### config.mk
export PLATFORM = sky130hd
export DESIGN_NAME = pset01_clk_div_bank
export DESIGN_NICKNAME = d
export VERILOG_FILES = /design/src/rtl/pset01_clk_div_bank.sv
export SDC_FILE = /design/constraint.sdc
export NUM_CORES = 1
export LEC_CHECK = 0
export ABC_AREA = 0
export BUFFER_PORTS_ARGS = -buffer_cell sky130_fd_sc_hd__buf_2
export CAP_MARGIN = 20
export CORE_MARGIN = 10
export CORE_UTILIZATION = 50
export CTS_CLUSTER_SIZE = 20
export DETAILED_ROUTE_END_ITERATION = 6
export PLACE_DENSITY_LB_ADDON = 0.25
export SETUP_SLACK_MARGIN = 0.05
export SKIP_LAST_GASP = 1
export SLEW_MARGIN = 0
export SYNTH_ARGS = -nofsm -noshare
export SYNTH_HDL_FRONTEND = slang
export SYNTH_SLANG_ARGS = --single-unit
export TNS_END_PERCENT = 30
### constraint.sdc
create_clock -name clk -period 2.7 [get_ports clk]
set_input_delay 0 -clock clk [delete_from_list [all_inputs] [get_ports clk]]
set_output_delay 0 -clock clk [all_outputs]
set_load 0.01 [all_outputs]
### src/rtl/pset01_clk_div_bank.sv
// Bank of NUM_CH independent programmable clock-enable dividers.
// Each channel toggles its output every (div+1) enabled cycles and emits a one-cycle tick with each toggle.
module pset01_clk_div_bank #(
    parameter int NUM_CH  = 4,
    parameter int CNT_W   = 16,
    parameter int DEF_DIV = 0,
    parameter int CH_W    = ($clog2(NUM_CH) > 0 ? $clog2(NUM_CH) : 1)
) (
    input  logic              clk,
    input  logic              rst,
    input  logic              wr_en,
    input  logic [CH_W-1:0]   wr_ch,
    input  logic [CNT_W-1:0]  wr_div,
    input  logic [NUM_CH-1:0] en,
    input  logic [NUM_CH-1:0] inv,
    output logic [NUM_CH-1:0] out,
    output logic [NUM_CH-1:0] tick
);

    localparam logic [CH_W:0]    NUM_CH_L  = (CH_W+1)'(NUM_CH);
    localparam logic [CNT_W-1:0] DEF_DIV_L = CNT_W'(DEF_DIV);

    logic [CNT_W-1:0]  div_r       [NUM_CH];
    logic [CNT_W-1:0]  cnt_r       [NUM_CH];
    logic [NUM_CH-1:0] phase_r;

    logic [CNT_W-1:0]  div_nxt_s   [NUM_CH];
    logic [CNT_W-1:0]  cnt_nxt_s   [NUM_CH];
    logic [NUM_CH-1:0] phase_nxt_s;
    logic [NUM_CH-1:0] tick_nxt_s;
    logic              wr_valid_s;

    // Zero-extend the index so out-of-range selects are detectable for non-power-of-two banks.
    assign wr_valid_s = wr_en && ({1'b0, wr_ch} < NUM_CH_L);

    // Per-channel next state: a write beats a terminal count, disable discards the partial count.
    always_comb begin
        for (int i = 0; i < NUM_CH; i++) begin
            div_nxt_s[i]   = div_r[i];
            cnt_nxt_s[i]   = cnt_r[i];
            phase_nxt_s[i] = phase_r[i];
            tick_nxt_s[i]  = 1'b0;
            if (wr_valid_s && (wr_ch == CH_W'(i))) begin
                div_nxt_s[i] = wr_div;
                cnt_nxt_s[i] = {CNT_W{1'b0}};
            end else if (!en[i]) begin
                cnt_nxt_s[i] = {CNT_W{1'b0}};
            end else if (cnt_r[i] == div_r[i]) begin
                cnt_nxt_s[i]   = {CNT_W{1'b0}};
                phase_nxt_s[i] = ~phase_r[i];
                tick_nxt_s[i]  = 1'b1;
            end else begin
                cnt_nxt_s[i] = cnt_r[i] + CNT_W'(1);
            end
        end
    end

    // State and registered outputs; polarity is applied on the registered output only.
    always_ff @(posedge clk) begin
        if (rst) begin
            for (int i = 0; i < NUM_CH; i++) begin
                div_r[i] <= DEF_DIV_L;
                cnt_r[i] <= {CNT_W{1'b0}};
            end
            phase_r <= {NUM_CH{1'b0}};
            out     <= {NUM_CH{1'b0}};
            tick    <= {NUM_CH{1'b0}};
        end else begin
            div_r   <= div_nxt_s;
            cnt_r   <= cnt_nxt_s;
            phase_r <= phase_nxt_s;
            out     <= phase_nxt_s ^ inv;
            tick    <= tick_nxt_s;
        end
    end

endmodule

==> run_results.csv, run 1 <==
group,metric,value,unit
power,ir_drop,0.5026,mV
synth,netlist.area_leader.share,46.64,%
sta,hold_ws,0.09181,ns
global_routing,grt_max_degree,38,
critical_path,reg2reg_to,"out[0]",
detailed_routing,ant_nets,0,
sta,finalMaxSlewViolations,0,
placement,dp_hpwl,9698,um
sta,worst_slack,0.3186,ns
final_layout,final_cells,919,
sta,timing.final.crit_share,88.20,%
synth,syn_nets,737,
synth,syn_inst,704,
cts,cts_resized,0,
final_layout,finalInstanceArea,0.007112,mm^2
detailed_routing,drt_iter0_markers,341,
synth,yosys.area_share.simple,25.80,%
die,die_x,129.6,um
cts,cts_buffer_depth,2,
die,start_util,51.75,%
cts,cts_tree,"yes",
run_status,outcome,"completed",
placement,gp_routability_congestion,0.7954,
sta,min_period,2.381,ns
critical_path,cp-end-kind,"flip-flop",
critical_path,rrSetupSlack,0.32,ns
sta,rsz0062_at_grt,"false",
cts,clk_pin_slew_worst_paths,0.06,ns
cts,cts_hold_buf,27,
global_routing,grt_pass1_wl,23630,um
detailed_routing,drt_pass1_iterations,5,
global_routing,grt_pass1_vias,4908,
cts,clock_latency,0.42,ns
synth,synth_largest_area_cell,"dfxtp_1",
synth,synth.top_cells.by_area,"dfxtp_1, xor2_1, nand2_1",
final_layout,post-route-util,61.24,%
synth,synthDistinctLibCells,32,
synth,synth-adder-area-share,0.8328,%
min_path,min_to,"div_r[57]",
critical_path,timing.rr.start,"cnt_r[49]",
final_layout,post_route_cells_drive_above_1_share,10.44,%
final_layout,finalNetCount,796,
critical_path,r2r_cells,6,
critical_path,cp.arrival,2.75,ns
synth,seq_area_frac_synth,46.64,%
detailed_routing,routedWlPerCell,15.16,um
sta,setup_tns,0,ns
detailed_routing,route.detailed.drc,0,
sta,max_slew_margin,38.20,%
synth,syn_area_per_cell,8.536,um^2
sta,max_clock_freq,419.9,MHz
placement,preCtsSetupSlack,0.8730,ns
critical_path,path_class,"reg2reg",
power,leakagePower,2.952,nW
min_path,min_path_type,"in2reg",
detailed_routing,vias,4822,
sta,hold_viol_final,0,
critical_path,crit_required,3.07,ns
sta,clock_skew,0.006221,ns
global_routing,antenna_found_initial,0,
detailed_routing,vias_per_cell,5.247,
placement,place.port_buffers,36,
die,ios,37,
sta,tightest_slew,0.9235,ns
final_layout,synthToLayoutAreaGrowth,18.34,%
sta,finalSetupViolCount,0,
synth,synth_area,0.006010,mm^2
cts,cts_root_buf,"clkbuf_16",
synth,synth_compound_area_share,6.496,%
die,core-area,0.01161,mm^2
placement,dpl.cell_count,860,
cts,cts_made_buffers,17,
placement,placed_cell_area,0.006279,mm^2
power,p_per_area,664.9,mW/mm^2
die,die_h,129.6,um
critical_path,start_kind,"flip-flop",
synth,ys_seq_elements,140,
cts,h-tree-depth,4,
synth,muxShareOfSynthArea,0,%
die,die_area,0.01680,mm^2
die,rows,39,
power,power,4.729,mW
final_layout,antenna_cells,0,
cts,cts_setup_buffers,0,
min_path,hold_depth,4,
synth,synth-xor-area-share,17.93,%
synth,synth_top_family_by_area,"simple AND/OR/NAND/NOR gates",
global_routing,grt-ovfl-total,0,
min_path,min-delay-start,"wr_ch[1]",
cts,cts_sinks,140,
synth,synth_warnings,0,
flow_run,maxCapViolCount,0,
detailed_routing,wl,13940,um
critical_path,cp_max_fo,7,
global_routing,grtUsageTotal,17.57,%
per-layer routing:
| layer | GRT usage, % | part of all wire [%] | routed length, um | vias to the layer above |
|---|---|---|---|---|
| met5 | 0 | 0 | 0 | - |
| met4 | 6.878 | 1.2 | 167 | 0 |
| met3 | 4.201 | 6.5 | 912 | 15 |
| met2 | 29.71 | 49 | 6792 | 98 |
| met1 | 21.15 | 44 | 6064 | 2254 |
| li1 | - | - | - | 2455 |
how the worst max path moves through the flow:
stage	start	endpoint	slack, ns	depth (start not counted)
floorplan	cnt_r[29]	out[2]	1.11	5
global placement	cnt_r[16]	out[2]	0.94	5
detailed placement	cnt_r[29]	cnt_r[25]	0.87	5
CTS	cnt_r[49]	out[0]	0.35	6
global route	cnt_r[49]	out[0]	0.1	6
finish	cnt_r[49]	out[0]	0.32	6
cell type report:
type                       count  area (um^2)
multi-input combinational    533         3068
tap                          143        178.9
inverter                       3        11.26
clock buffer                  19        442.9
timing repair buffer          68        488.0
sequential                   140         2803
clock inverter                13        120.1
fill                        1007         4502
cells in the final DEF (no fill, tap or decap), types with 2 or more instances in the layout:
cell type      instances
o21ai_1                3
nand3_1               18
clkinv_4               3
xor2_1                97
clkbuf_16             17
inv_1                  3
nand3b_1               2
buf_4                  5
nor2_1                74
and4_1                13
nand2_1              154
and3_1                13
clkinv_2               2
ha_1                   4
nor3_1                 6
xnor2_1               26
nor4_2                 6
buf_2                 36
clkinvlp_4             6
or3_1                  5
nand4_1               11
or4_1                  4
o21ai_0                6
nor4_1                11
dfxtp_1              140
a21oi_1               69
dlygate4sd3_1         27
nand2b_1               3
flip-flops by register name, indices dropped and copies added (netlist names):
name / count
phase_r: 4
div_r: 64
out: 4
tick: 4
cnt_r: 64
logic make-up (layout without fill, tap and decap cells):
logic type	Yosys count	in the layout
xor gates and xnor gates	123	123
buffers and inverters	31	103
adders and majority gates	4	4
AOI/OAI and AO/OA	78	78
DFF	140	140
and+or+nand+nor	328	328
critical path: stages (launching register included):
cell           delay, ns
dfxtp_1             0.42
xor2_1              0.13
nor4_1              0.33
nand4_1             0.29
or4_1               0.52
o21ai_0             0.08
dlygate4sd3_1       0.56
Yosys cell counts:
| library cell | number |
|---|---|
| dfxtp_1 | 140 |
| nand3b_1 | 2 |
| and4_1 | 13 |
| nor2_1 | 74 |
| buf_2 | 6 |
| xor2_1 | 97 |
| nand2b_1 | 3 |
| nand2_1 | 154 |
| clkbuf_1 | 20 |
| a21oi_1 | 69 |
| nand4_1 | 11 |
| nand3_1 | 18 |
| o21ai_0 | 6 |
| nand4_2 | 1 |
| or4_1 | 4 |
| nor3_1 | 6 |
| o21ai_1 | 3 |
| or3_1 | 5 |
| or2b_1 | 1 |
| or3b_1 | 1 |
| buf_6 | 2 |
| nor4_2 | 6 |
| and3_1 | 13 |
| xnor2_1 | 26 |
| nor2b_1 | 1 |
| nor3b_1 | 1 |
| inv_1 | 3 |
| nor3b_2 | 1 |
| ha_1 | 4 |
| and3_2 | 1 |
| nor4_1 | 11 |
| and3b_1 | 1 |
report_power, final:
part / internal [mW] / switching, mW
clock network: 1.29 / 0.909
registers: 2.13 / 0.0447
logic: 0.147 / 0.210
total: 3.56 / 1.16
Note: power is estimated with default switching activity, not from simulation.
==> inputs of run 2 (changes only) <==
Clock period 2.7 ns to 2.3 ns, I/O delays scaled along.
==> run 2 against run 1 <==
Effect of this change: die area did not move; combinational power grew 15%; critical path type unchanged; sequential share of layout area about the same; via count increased by 0.58%; global-route usage about the same.
==> run_results.csv, run 2 (synthesis gave the netlist of run 1 again) <==
group,metric,value,unit
run_status,outcome,"completed",
cts,cts_tree,"yes",
cts,cts_sinks,140,
placement,dp_hpwl,9708,um
critical_path,start_kind,"flip-flop",
critical_path,r2r_cells,5,
min_path,min_path_type,"in2reg",
critical_path,rrSetupSlack,0.46,ns
min_path,min_to,"phase_r[2]",
critical_path,cp.arrival,2.12,ns
die,die_h,129.6,um
detailed_routing,drt_pass1_iterations,5,
cts,clock_latency,0.42,ns
detailed_routing,wl,13920,um
power,p_sw_share,22.71,%
power,p_seq_share,45.5,%
sta,max_clock_freq,542.7,MHz
detailed_routing,vias_per_cell,5.283,
flow_run,maxCapViolCount,0,
final_layout,finalNetCount,795,
detailed_routing,drt_iter0_markers,342,
placement,place.port_buffers,36,
power,ir_drop,0.6200,mV
final_layout,nFillCells,1001,
placement,placed_cell_area,0.006294,mm^2
critical_path,path_class,"reg2reg",
final_layout,antenna_cells,0,
final_layout,synthToLayoutAreaGrowth,18.26,%
die,die_x,129.6,um
sta,clock_skew,0.005366,ns
sta,min_period,1.843,ns
die,core-area,0.01161,mm^2
final_layout,mostFrequentLayoutCell,"nand2_1",
detailed_routing,route.detailed.drc,0,
final_layout,top_regs,"cnt_r x64, div_r x64",
cts,clk_pin_slew_worst_paths,0.05,ns
critical_path,crit_required,2.58,ns
final_layout,post-route-util,61.19,%
die,die_area,0.01680,mm^2
min_path,min-delay-start,"rst",
sta,tightest_slew,0.8979,ns
sta,setup_tns,0,ns
critical_path,cp_max_fo,15,
sta,rsz0062_at_grt,"false",
global_routing,grt_pass1_wl,23460,um
critical_path,reg2reg_to,"cnt_r[20]",
final_layout,post_route_cells_drive_above_1_share,10.19,%
cts,cts_resized,0,
cts,cts_root_buf,"clkbuf_16",
global_routing,grt_max_degree,28,
power,leakagePower,2.969,nW
sta,max_slew_margin,39.88,%
critical_path,critPathBufInv,0,
detailed_routing,vias,4850,
global_routing,grt_pass1_vias,4926,
sta,finalMaxSlewViolations,0,
global_routing,grt-ovfl-total,0,
power,internal-power,4.336,mW
critical_path,timing.rr.start,"cnt_r[16]",
die,ios,37,
final_layout,layout_common_cells,"nand2_1, dfxtp_1, xor2_1",
power,power.share.clock,47.2,%
cts,cts_made_buffers,17,
sta,timing.final.crit_share,80.12,%
critical_path,cp-end-kind,"flip-flop",
power,power.switching,1.274,mW
cts,cts_hold_buf,24,
final_layout,finalInstanceArea,0.007107,mm^2
placement,gp_routability_congestion,0.8010,
critical_path,crit_path_top_delay_cell,"nand2_1",
global_routing,grtUsageTotal,17.53,%
die,rows,39,
power,p_per_area,789.4,mW/mm^2
min_path,hold_depth,2,
cts,h-tree-depth,4,
detailed_routing,ant_nets,0,
sta,finalSetupViolCount,0,
power,power_frac_comb,7.3,%
die,start_util,51.75,%
sta,hold_viol_final,0,
cts,cts_setup_buffers,0,
critical_path,cp_cell_sequence,"xor2_1, nor4_1, nand4_1, nand2_1, nor2_1",
global_routing,antenna_found_initial,0,
detailed_routing,routedWlPerCell,15.16,um
critical_path,cp_top_family,"simple AND/OR/NAND/NOR gates",
critical_path,cpPeakStageDelay,0.48,ns
cts,cts_buffer_depth,2,
[run 2: worst max path at each step]
stage	from	end	slack (ns)	depth (start not counted)
4_1_cts	cnt_r[16]	cnt_r[20]	0.45	5
3_5_place_dp	cnt_r[29]	cnt_r[20]	0.46	5
2_1_floorplan	cnt_r[29]	out[2]	0.71	5
5_1_grt	cnt_r[2]	cnt_r[9]	0.17	5
6_report	cnt_r[16]	cnt_r[20]	0.46	5
3_3_place_gp	cnt_r[16]	out[2]	0.54	5
[run 2: worst reg2reg max path: cells and delay by family, from the launching register on]
family | cells | cell delay (ns)
xor+xnor | 1 | 0.11
flops | 1 | 0.43
simple gates | 4 | 1.17
[run 2: routing by layer]
| metal | wire length (um) | part of all wire (%) | global-route usage, % | vias up |
|---|---|---|---|---|
| li1 | - | - | - | 2450 |
| met5 | 0 | 0 | 0 | - |
| met4 | 119 | 0.85 | 5.622 | 0 |
| met3 | 699 | 5.0 | 5.465 | 11 |
| met1 | 6241 | 45 | 21.09 | 2285 |
| met2 | 6858 | 49 | 29.26 | 104 |
[run 2: power by group through the flow]
stage / Clock [mW] / Combinational, mW / Sequential, mW
finish: 2.65 / 0.410 / 2.55
global route: 2.79 / 0.464 / 2.56
CTS: 2.68 / 0.410 / 2.55
detailed placement: 0 / 0.375 / 2.60
global placement: 0 / 0.364 / 2.60
floorplan: 0 / 0.247 / 2.60
[run 2: final cells by class]
class	instances	area, um^2	area share (%)
sequential	140	2803	39.44
timing repair buffer	67	473.0	6.655
tap	143	178.9	2.518
clock inverter	7	87.58	1.232
inverter	3	11.26	0.1585
multi-input combinational	533	3068	43.17
clock buffer	25	485.5	6.831
[run 2: stage by stage]
step	setup WS, ns	instances	hold slack [ns]	power, mW
after floorplan	0.7087	704	0.1360	2.845
after global placement	0.5359	862	0.3045	2.965
after detailed placement	0.4637	862	0.3120	2.978
after CTS	0.4463	918	0.04157	5.640
after global routing	0.1728	918	0.07110	5.817
final	0.4574	918	0.05762	5.610
